File: src/rtl/rob_commit_pkg.sv
// rtl/rob_commit_pkg.sv - shared constants and entry layout for the reorder buffer
// Contents: RRF_SEL (tag width), RRF_NUM (entry count), REG_SEL (logical register
// width) and rob_entry_t, the per-entry record held in the reorder buffer.
package rob_commit_pkg;

    localparam int RRF_SEL = 6;
    localparam int RRF_NUM = 64;
    localparam int REG_SEL = 5;

    typedef struct packed {
        logic               valid;
        logic               finished;
        logic               dst_en;
        logic [REG_SEL-1:0] dst_num;
    } rob_entry_t;

endpackage

File: src/rtl/rob_ptr_ctrl.sv
// rtl/rob_ptr_ctrl.sv - head/tail/occupancy bookkeeping for the reorder buffer
// Ports:
//   clk_i, reset_i (async active-high), flush_i (sync clear)
//   alloc_i       entry allocated at tail this edge
//   commit_i      head entry retires this edge
//   head_o/tail_o current pointers
//   ready_o       not full
//   free_count_o  RRF_NUM - occupancy
module rob_ptr_ctrl
    import rob_commit_pkg::*;
#(
    parameter int P_RRF_SEL = RRF_SEL,
    parameter int P_RRF_NUM = RRF_NUM
) (
    input  logic                 clk_i,
    input  logic                 reset_i,
    input  logic                 flush_i,
    input  logic                 alloc_i,
    input  logic                 commit_i,
    output logic [P_RRF_SEL-1:0] head_o,
    output logic [P_RRF_SEL-1:0] tail_o,
    output logic                 ready_o,
    output logic [P_RRF_SEL:0]   free_count_o
);

    localparam logic [P_RRF_SEL:0] FULL_CNT = (P_RRF_SEL+1)'(P_RRF_NUM);

    logic [P_RRF_SEL-1:0] head_q, head_d;
    logic [P_RRF_SEL-1:0] tail_q, tail_d;
    logic [P_RRF_SEL:0]   count_q, count_d;

    // Pointers wrap naturally because RRF_NUM is a power of two.
    always_comb begin
        head_d  = head_q + P_RRF_SEL'(commit_i);
        tail_d  = tail_q + P_RRF_SEL'(alloc_i);
        count_d = count_q + (P_RRF_SEL+1)'(alloc_i) - (P_RRF_SEL+1)'(commit_i);
        if (flush_i) begin
            head_d  = '0;
            tail_d  = '0;
            count_d = '0;
        end
    end

    always_ff @(posedge clk_i or posedge reset_i) begin
        if (reset_i) begin
            head_q  <= '0;
            tail_q  <= '0;
            count_q <= '0;
        end else begin
            head_q  <= head_d;
            tail_q  <= tail_d;
            count_q <= count_d;
        end
    end

    assign head_o       = head_q;
    assign tail_o       = tail_q;
    // Full test uses the registered count only, so a same-cycle commit never
    // opens a slot for the request presented in that cycle.
    assign ready_o      = (count_q != FULL_CNT);
    assign free_count_o = FULL_CNT - count_q;

endmodule

File: src/rtl/rob_commit.sv
// rtl/rob_commit.sv - in-order reorder buffer and commit sequencer
// Optional feature: define ROB_COMMIT_CNT_EN to add commit_cnt_o (64-bit retire count).
// Ports:
//   clk_i, reset_i (async active-high), flush_i (sync empty)
//   dp_*      dispatch request, ready and allocated tag
//   cpl1_*, cpl2_*  completion ports (tag marks entry finished)
//   commit_valid_o, completed_*  head retirement towards ARF / rename table
//   free_count_o  number of empty entries
module rob_commit
    import rob_commit_pkg::*;
(
    input  logic               clk_i,
    input  logic               reset_i,
    input  logic               flush_i,
    input  logic               dp_valid_i,
    input  logic               dp_dst_en_i,
    input  logic [REG_SEL-1:0] dp_dst_num_i,
    output logic               dp_ready_o,
    output logic [RRF_SEL-1:0] dp_rrftag_o,
    input  logic               cpl1_valid_i,
    input  logic [RRF_SEL-1:0] cpl1_rrftag_i,
    input  logic               cpl2_valid_i,
    input  logic [RRF_SEL-1:0] cpl2_rrftag_i,
    output logic               commit_valid_o,
    output logic               completed_we_o,
    output logic [REG_SEL-1:0] completed_dst_num_o,
    output logic [RRF_SEL-1:0] completed_dst_rrftag_o,
`ifdef ROB_COMMIT_CNT_EN
    output logic [63:0]        commit_cnt_o,
`endif
    output logic [RRF_SEL:0]   free_count_o
);

    rob_entry_t         ent_q [RRF_NUM];
    rob_entry_t         head_ent;
    logic [RRF_SEL-1:0] head;
    logic [RRF_SEL-1:0] tail;
    logic               alloc;
    logic               commit;

    rob_ptr_ctrl u_ptr (
        .clk_i        (clk_i),
        .reset_i      (reset_i),
        .flush_i      (flush_i),
        .alloc_i      (alloc),
        .commit_i     (commit),
        .head_o       (head),
        .tail_o       (tail),
        .ready_o      (dp_ready_o),
        .free_count_o (free_count_o)
    );

    assign alloc       = dp_valid_i && dp_ready_o;
    assign dp_rrftag_o = tail;

    // Commit decode looks only at registered entry state.
    assign head_ent = ent_q[head];
    assign commit   = head_ent.valid && head_ent.finished;

    assign commit_valid_o         = commit;
    assign completed_we_o         = commit && head_ent.dst_en;
    assign completed_dst_num_o    = commit ? head_ent.dst_num : '0;
    assign completed_dst_rrftag_o = commit ? head : '0;

    // Update order matters: completions first (gated by current valid), then
    // the commit clear, then allocation. Allocation can never target the head
    // while it commits, since that would need an empty and committing buffer.
    always_ff @(posedge clk_i or posedge reset_i) begin
        if (reset_i) begin
            for (int i = 0; i < RRF_NUM; i++) begin
                ent_q[i] <= '0;
            end
        end else if (flush_i) begin
            for (int i = 0; i < RRF_NUM; i++) begin
                ent_q[i].valid    <= 1'b0;
                ent_q[i].finished <= 1'b0;
            end
        end else begin
            if (cpl1_valid_i && ent_q[cpl1_rrftag_i].valid) begin
                ent_q[cpl1_rrftag_i].finished <= 1'b1;
            end
            if (cpl2_valid_i && ent_q[cpl2_rrftag_i].valid) begin
                ent_q[cpl2_rrftag_i].finished <= 1'b1;
            end
            if (commit) begin
                ent_q[head].valid    <= 1'b0;
                ent_q[head].finished <= 1'b0;
            end
            if (alloc) begin
                ent_q[tail].valid    <= 1'b1;
                ent_q[tail].finished <= 1'b0;
                ent_q[tail].dst_en   <= dp_dst_en_i;
                ent_q[tail].dst_num  <= dp_dst_num_i;
            end
        end
    end

`ifdef ROB_COMMIT_CNT_EN
    logic [63:0] commit_cnt_q;

    // Survives flush; a commit discarded by flush is not counted.
    always_ff @(posedge clk_i or posedge reset_i) begin
        if (reset_i) begin
            commit_cnt_q <= '0;
        end else if (commit && !flush_i) begin
            commit_cnt_q <= commit_cnt_q + 64'd1;
        end
    end

    assign commit_cnt_o = commit_cnt_q;
`endif

endmodule
File: config.mk
export PLATFORM = sky130hd
export DESIGN_NAME = rob_commit
export DESIGN_NICKNAME = d
export VERILOG_FILES = /design/src/rtl/rob_commit_pkg.sv /design/src/rtl/rob_ptr_ctrl.sv /design/src/rtl/rob_commit.sv
export SDC_FILE = /design/constraint.sdc
export NUM_CORES = 1
export LEC_CHECK = 0
export BUFFER_PORTS_ARGS = -buffer_cell sky130_fd_sc_hd__buf_2
export CAP_MARGIN = 20
export CORE_MARGIN = 2
export CORE_UTILIZATION = 58
export DETAILED_ROUTE_END_ITERATION = 6
export HOLD_SLACK_MARGIN = 0.08
export PLACE_DENSITY = 0.77
export RECOVER_POWER = 25
export SLEW_MARGIN = 0
export SYNTH_ARGS = -nofsm -noshare
export SYNTH_HDL_FRONTEND = slang
export SYNTH_HIERARCHICAL = 1
export SYNTH_SLANG_ARGS = --single-unit
File: constraint.sdc
create_clock -name clk_i -period 19.51 [get_ports clk_i]
set_input_delay 0.9755 -clock clk_i [delete_from_list [all_inputs] [get_ports clk_i]]
set_output_delay 0.9755 -clock clk_i [all_outputs]
set_load 0.02 [all_outputs]
After elaboration in Yosys (flattened, before gate mapping)

Index checks and enable logic that the tools add are counted.

Bits in read-only memories: 0
Input port bits: 24
Word-level logic and storage cells: 395
Flip-flop bits (word level): 531
Memories kept: 0
Output and inout port bits: 27
Bits in writable memories: 0
Bits in latches: 0

Multiplexer cells: 109
Multiply operators: 0
Equal/unequal tests: 1
Shifts and indexed selects: 0
Reductions and logical operators: 9
Divide/modulo/power cells: 0
Bitwise operators: 4
$add $sub $neg: 5
$lt $le $gt $ge: 8

Operator list:

| cell                                                                  | count |
|---|---|
| 512-bit bitwise mux                                                   | 8 |
| 512-bit 2-to-1 mux                                                    | 7 |
| 8-bit demux with 6-bit select                                         | 8 |
| 8-bit binary-select mux with 6-bit select                             | 3 |
| 2-bit 2-to-1 mux                                                      | 64 |
| 8-bit 2-to-1 mux                                                      | 8 |
| 7-bit 2-to-1 mux                                                      | 5 |
| 7-bit >= comparator (second input constant)                           | 4 |
| 7-bit by 1-bit < comparator with 1-bit output (second input constant) | 4 |
| 6-bit NOT with 7-bit output                                           | 4 |
| 6-bit 2-to-1 mux                                                      | 4 |
| 6-bit by 1-bit adder with 6-bit output                                | 2 |
| 5-bit 2-to-1 mux                                                      | 2 |
| 1-bit logical AND                                                     | 9 |
| 7-bit by 1-bit adder with 7-bit output                                | 1 |
| 7-bit inequality test (second input constant)                         | 1 |
| 7-bit by 1-bit subtractor with 7-bit output                           | 1 |
| 7-bit subtractor (first input constant)                               | 1 |

Logic depth before layout (Yosys ltp)

Depth after elaboration: 21
Mapped depth: 19
Mapped depth without buffers: 14

Hierarchy

The synthesis kept the hierarchy.

Modules (own cells, without submodules):

| module       | area an instance (sq um) | instances | cells an instance | sequential area each (sq um) |
|---|---|---|---|---|
| rob_commit   | 25528.2                  | 1         | 2214              | 12812.3 |
| rob_ptr_ctrl | 1202.4                   | 1         | 123               | 475.5 |

Worst setup path after synthesis

OpenSTA, ideal clock, no wires.

Path type: register to register
Start: register u_ptr.head_q[1] (netlist: u_ptr/head_o[1])
End: register u_ptr.count_q[6]
Buffers on the path: 5
Setup time: 0.071 ns
Arrival time: 3.977 ns
Data required time: 19.439 ns
Stages on the path, launching flop included: 20
Path slack: 15.462 ns
Period minus slack after synthesis: 4.048 ns
Cells stage by stage: dfrtp_1 -> buf_2 -> buf_2 -> buf_2 -> nor3b_2 -> a22oi_1 -> a21oi_1 -> nor2_1 -> a22oi_2 -> buf_6 -> clkbuf_1 -> ha_1 -> inv_1 -> ha_1 -> inv_1 -> fa_1 -> o21bai_1 -> a21oi_1 -> or3_1 -> nand4_1

Longest elaborated chain between the ends: 7

RTL lines:

| what                                                | line               | text |
|---|---|---|
| from (decl)                                         | rob_ptr_ctrl.sv:28 | `logic [P_RRF_SEL-1:0] head_q, head_d;` |
| from (signal assigned)                              | rob_ptr_ctrl.sv:46 | `head_q <= '0;` |
| from (signal assigned)                              | rob_ptr_ctrl.sv:50 | `head_q <= head_d;` |
| 6-bit NOT with 7-bit output (implied by the code)   | rob_commit.sv:57   | `assign head_ent = ent_q[head];` |
| 8-bit binary-select mux with 6-bit select           | rob_commit.sv:57   |  |
| 8-bit 2-to-1 mux (implied by the code) (2 in a row) | rob_commit.sv:57   |  |
| 1-bit logical AND                                   | rob_commit.sv:58   | `assign commit = head_ent.valid && head_ent.finished;` |
| named net commit_valid_o                            | rob_commit.sv:24   | `output logic commit_valid_o,` |
| 7-bit by 1-bit subtractor with 7-bit output         | rob_ptr_ctrl.sv:36 | `count_d = count_q + (P_RRF_SEL+1)'(alloc_i) - (P_RRF_SEL+1)'(commit_i);` |
| 7-bit 2-to-1 mux                                    | rob_ptr_ctrl.sv:37 | `if (flush_i) begin` |
| named net u_ptr.count_d[6]                          | rob_ptr_ctrl.sv:30 | `logic [P_RRF_SEL:0] count_q, count_d;` |
| to (signal assigned)                                | rob_ptr_ctrl.sv:52 | `count_q <= count_d;` |
| to (decl)                                           | rob_ptr_ctrl.sv:30 |  |

The timed path passes the listed nets, and every way through them passes these cells. The select of a mux whose other input is x is not followed.
A chain may end at the register's enable or synchronous reset.

Final worst setup path

Start: register u_ptr.head_q[1] (netlist: u_ptr/head_o[1])
End: output completed_dst_num_o[0]

Longest elaborated chain between the ends: 6

RTL lines:

| what                                                  | line             | text |
|---|---|---|
| 6-bit NOT with 7-bit output (implied by the code) *   | rob_commit.sv:57 |  |
| 8-bit binary-select mux with 6-bit select *           | rob_commit.sv:57 |  |
| 8-bit 2-to-1 mux (implied by the code) * (2 in a row) | rob_commit.sv:57 |  |
| 1-bit logical AND                                     | rob_commit.sv:58 |  |
| 5-bit 2-to-1 mux *                                    | rob_commit.sv:62 | `assign completed_dst_num_o = commit ? head_ent.dst_num : '0;` |
| to (decl)                                             | rob_commit.sv:26 | `output logic [REG_SEL-1:0] completed_dst_num_o,` |

Every way passes the cells marked *; elsewhere a longest branch is shown, timed or not. The select of a mux whose other input is x is not followed.

==> reports/results.ini <==
[synth]
yosysSeqAreaShare_pct=49.71
synth_edf_count=0
avgSynthCellArea_um2=11.44
synth_top_area_share_pct=49.71
syn_area_mm2=0.02673
synth_top_area_cell=dfrtp_1
syn_inst=2337
ys_warn_count=6
synth_top_family_by_area=multiplexers
yosys.area_share.xor_xnor_pct=0.5523
synthFlopType=dfrtp_1
synthSimpleGateAreaFrac_pct=10.73
synth_nets=2378
synth_mux_area_share_pct=20.36
ys_top_cells_by_area=dfrtp_1 50%, mux2_2 16%, o22ai_1 4.3%, nor2_1 2.7%, mux4_2 2.0%
synth_cell_types=79
synth_compound_area_share_pct=14.19
yosys_register_bits=531
async_flop_share_pct=100.0
synth_fa_ha_area_share_pct=0.8238

[sta]
fin_crit_sh_pct=30.02
relSlewSlack_pct=-251.7
finClkSkew_ns=0.02582
worst_pin_slew_ns=5.276
fmax_ghz=0.1707
setup_violations=0
drv_slew=108
setup_tns_ns=0
rsz0062_at_grt=no
hold_violations=0
min_period_ns=5.858

[die]
start_util_pct=58.78
boundaryPins=51
rows=78
core_region_area_mm2=0.04548
die_h_um=218.7
die_area_mm2=0.04782
die_x_um=218.7

[global_routing]
grt_pass1_wl_um=142500
grt_overflow=0
antenna_found_initial=0
grt_max_degree=187
grt_use_met2_pct=60.42
grtUsageMet1_pct=53.35
top_usage_layer=met2
grt_use_met3_pct=12.09
grt_pass1_vias=21350
grt.total_usage_pct=40.54

[layout]
area_growth_pct=10.21
nFillCells=3480
drive_gt1_share_pct=28.00
finalNetCount=2362
fin_util_pct=64.78

[clock_tree]
clock_latency_ns=0.65
cts_setup_buffers=0
postCtsHoldBufs=0
cts_tree=done
numCtsBuffers=56
post_cts_resized=0
clkSlewWorstSetupHoldPaths_ns=0.07
clockBufferDepth=3
htree_levels=2
root_buffer=clkbuf_16
cts.sinks=531

[worst_setup_path]
cp_top_family=simple AND/OR/NAND/NOR gates
critPathMaxFanout=64
path_class=flop to output port
worstPathCellList=buf_4 > nor3b_2 > a22oi_1 > a21oi_1 > nor2_1 > a22oi_2 > buf_4 > and4_1 > buf_2
worst_setup_path_start_kind=flop
crit_path_max_incr_delay_ns=1.02
critPathRequiredTime_ns=18.53
cp.arrival_ns=4.88
crit_start=u_ptr/head_o[1]
crit_slowest_cell=nor3b_2
r2r_start=u_ptr/head_o[1]
path_buf_inv=3
crit_path_end_kind=output port
worst_path_most_repeated_cell=buf_4

[power_and_ir_drop]
power_frac_comb_pct=11.0
clock_power_share_pct=43.9
power.density_mw_per_mm2=87.40
netSwitchingPower_uw=684.1
ir_drop_uv=115.9
p_int_uw=1891
p_seq_share_pct=45.1
switching_share_pct=26.57
leakage_uw=0.01388

[run]
drv_cap=1

[drt]
dr.pass1.iters=7
ant_nets=0
drt_iter0_markers=2862
num_vias=21750
wl_per_cell_um=32.43
totalWireLength_um=96170
via_per_inst=7.332
drc_errors=0

[placed_design]
hpwl_um=61480
portBuffers=50
gp_congestion=1.052

[worst_hold_path]
hp-class=input pin to async pin

[run_status]
violations=max-capacitance violations, max-slew violations
status=finished, violations left

stage by stage:
stage | hold slack [ns] | setup slack, ns | area (µm²) | std cells | power (µW)
floorplan | 0.4747 | 4.235 | 26730 | 2337 | 1359
global placement | 0.4868 | 14.43 | 27300 | 2848 | 1441
detailed placement | 0.4941 | 14.40 | 27300 | 2848 | 1450
CTS | 0.5062 | 13.81 | 29240 | 2949 | 2563
global route | 0.5157 | 13.60 | 29450 | 2964 | 2645
finish | 0.4957 | 13.65 | 29460 | 2966 | 2575
power groups by stage:
| stage | registers, µW | clock network (µW) | logic [µW] |
|---|---|---|---|
| 3_5_place_dp | 1180 | 0 | 270 |
| 2_1_floorplan | 1170 | 0 | 187 |
| 6_report | 1160 | 1130 | 283 |
| 4_1_cts | 1160 | 1130 | 272 |
| 5_1_grt | 1160 | 1180 | 302 |
| 3_3_place_gp | 1180 | 0 | 264 |
metal layers:
metal  vias up  wire (µm)
met5         -          0
met4         0       6508
met3       395      11190
met2      1473      42340
met1     11100      36140
li1       8780          -
kinds of logic (layout without fill, tap and decap cells):
family | Yosys count | count (layout)
buf+inv | 227 | 254
simple gates | 545 | 545
compound gates | 536 | 536
xor+xnor | 16 | 16
fa+ha+maj | 17 | 17
other cells | 0 | 2
flops | 531 | 531
mux | 465 | 465
worst register-to-register path, stage by stage (launching register included):
cell and delay (ns):
dfrtp_2 0.35, buf_4 0.71, nor3b_2 1.12, a22oi_1 0.22
a21oi_1 0.36, nor2_1 0.11, a22oi_2 0.18, buf_4 0.40
ha_1 0.32, inv_1 0.06, ha_1 0.18, inv_1 0.07
fa_1 0.44, o21bai_1 0.18, a21oi_1 0.13, or3_1 0.36
nand4_1 0.09
flip-flops by register name (all words and copies together), names as in the netlist:
| name | cells |
|---|---|
| ent_q | 512 |
| u_ptr/count_q | 7 |
| u_ptr/head_o | 6 |
| u_ptr/tail_o | 6 |
worst paths after layout:
kind	endpoint	slack, ns	cells after the start
max in group asynchronous	ent_q[249]	14.45	4
min	u_ptr/count_q[4]	0.50	2
max	completed_dst_num_o[0]	13.65	9
max reg2reg	u_ptr/count_q[6]	14.16	16
min reg2reg	ent_q[36]	0.51	1
min in group clk_i	ent_q[36]	0.51	1
Yosys cell counts, types with 6 or more instances:
cell type  count
a221oi_1      50
o221ai_1      27
inv_1         45
nor3b_1       34
nand2b_1      19
buf_1         20
dfrtp_1      531
or3_1          6
nor4b_1        6
a22oi_1       14
a31oi_1       40
nor2b_1       16
nor2_1       191
a21oi_1       69
buf_2         43
o21ai_0       17
a21o_1        35
nor3_1        29
nand3b_1      25
o22a_1        14
ha_1          16
or3b_2        12
a211oi_1       6
nand3_1       45
mux2i_1       52
o22ai_1      184
o211a_1       12
mux2_2       388
mux4_2        24
buf_6          6
and2_1        15
xnor2_1       11
a22o_1        11
a31o_2        14
nor4_1        27
clkbuf_1     104
nand2_1       66
and3_1        29
final cells by class:
class	instances	area [µm²]	share of cell area, %
multi-input combinational	1579	12500	42.44
tap	600	750.7	2.548
clock buffer	75	1563	5.305
sequential	531	13290	45.12
inverter	47	177.7	0.6031
timing repair buffer	106	789.5	2.680
antenna	2	5.005	0.01699
clock inverter	26	379.1	1.287
cell usage in the layout (no fill, tap or decap), types with 48 or more instances in the layout:
cell,Yosys,routed
a21oi_1,69,69
a221oi_1,50,50
buf_2,43,48
clkbuf_16,0,56
dfrtp_1,531,528
mux2_2,388,388
mux2i_1,52,52
nand2_1,66,63
nor2_1,191,191
o22ai_1,184,184
Power figures use the tool's default switching activity.
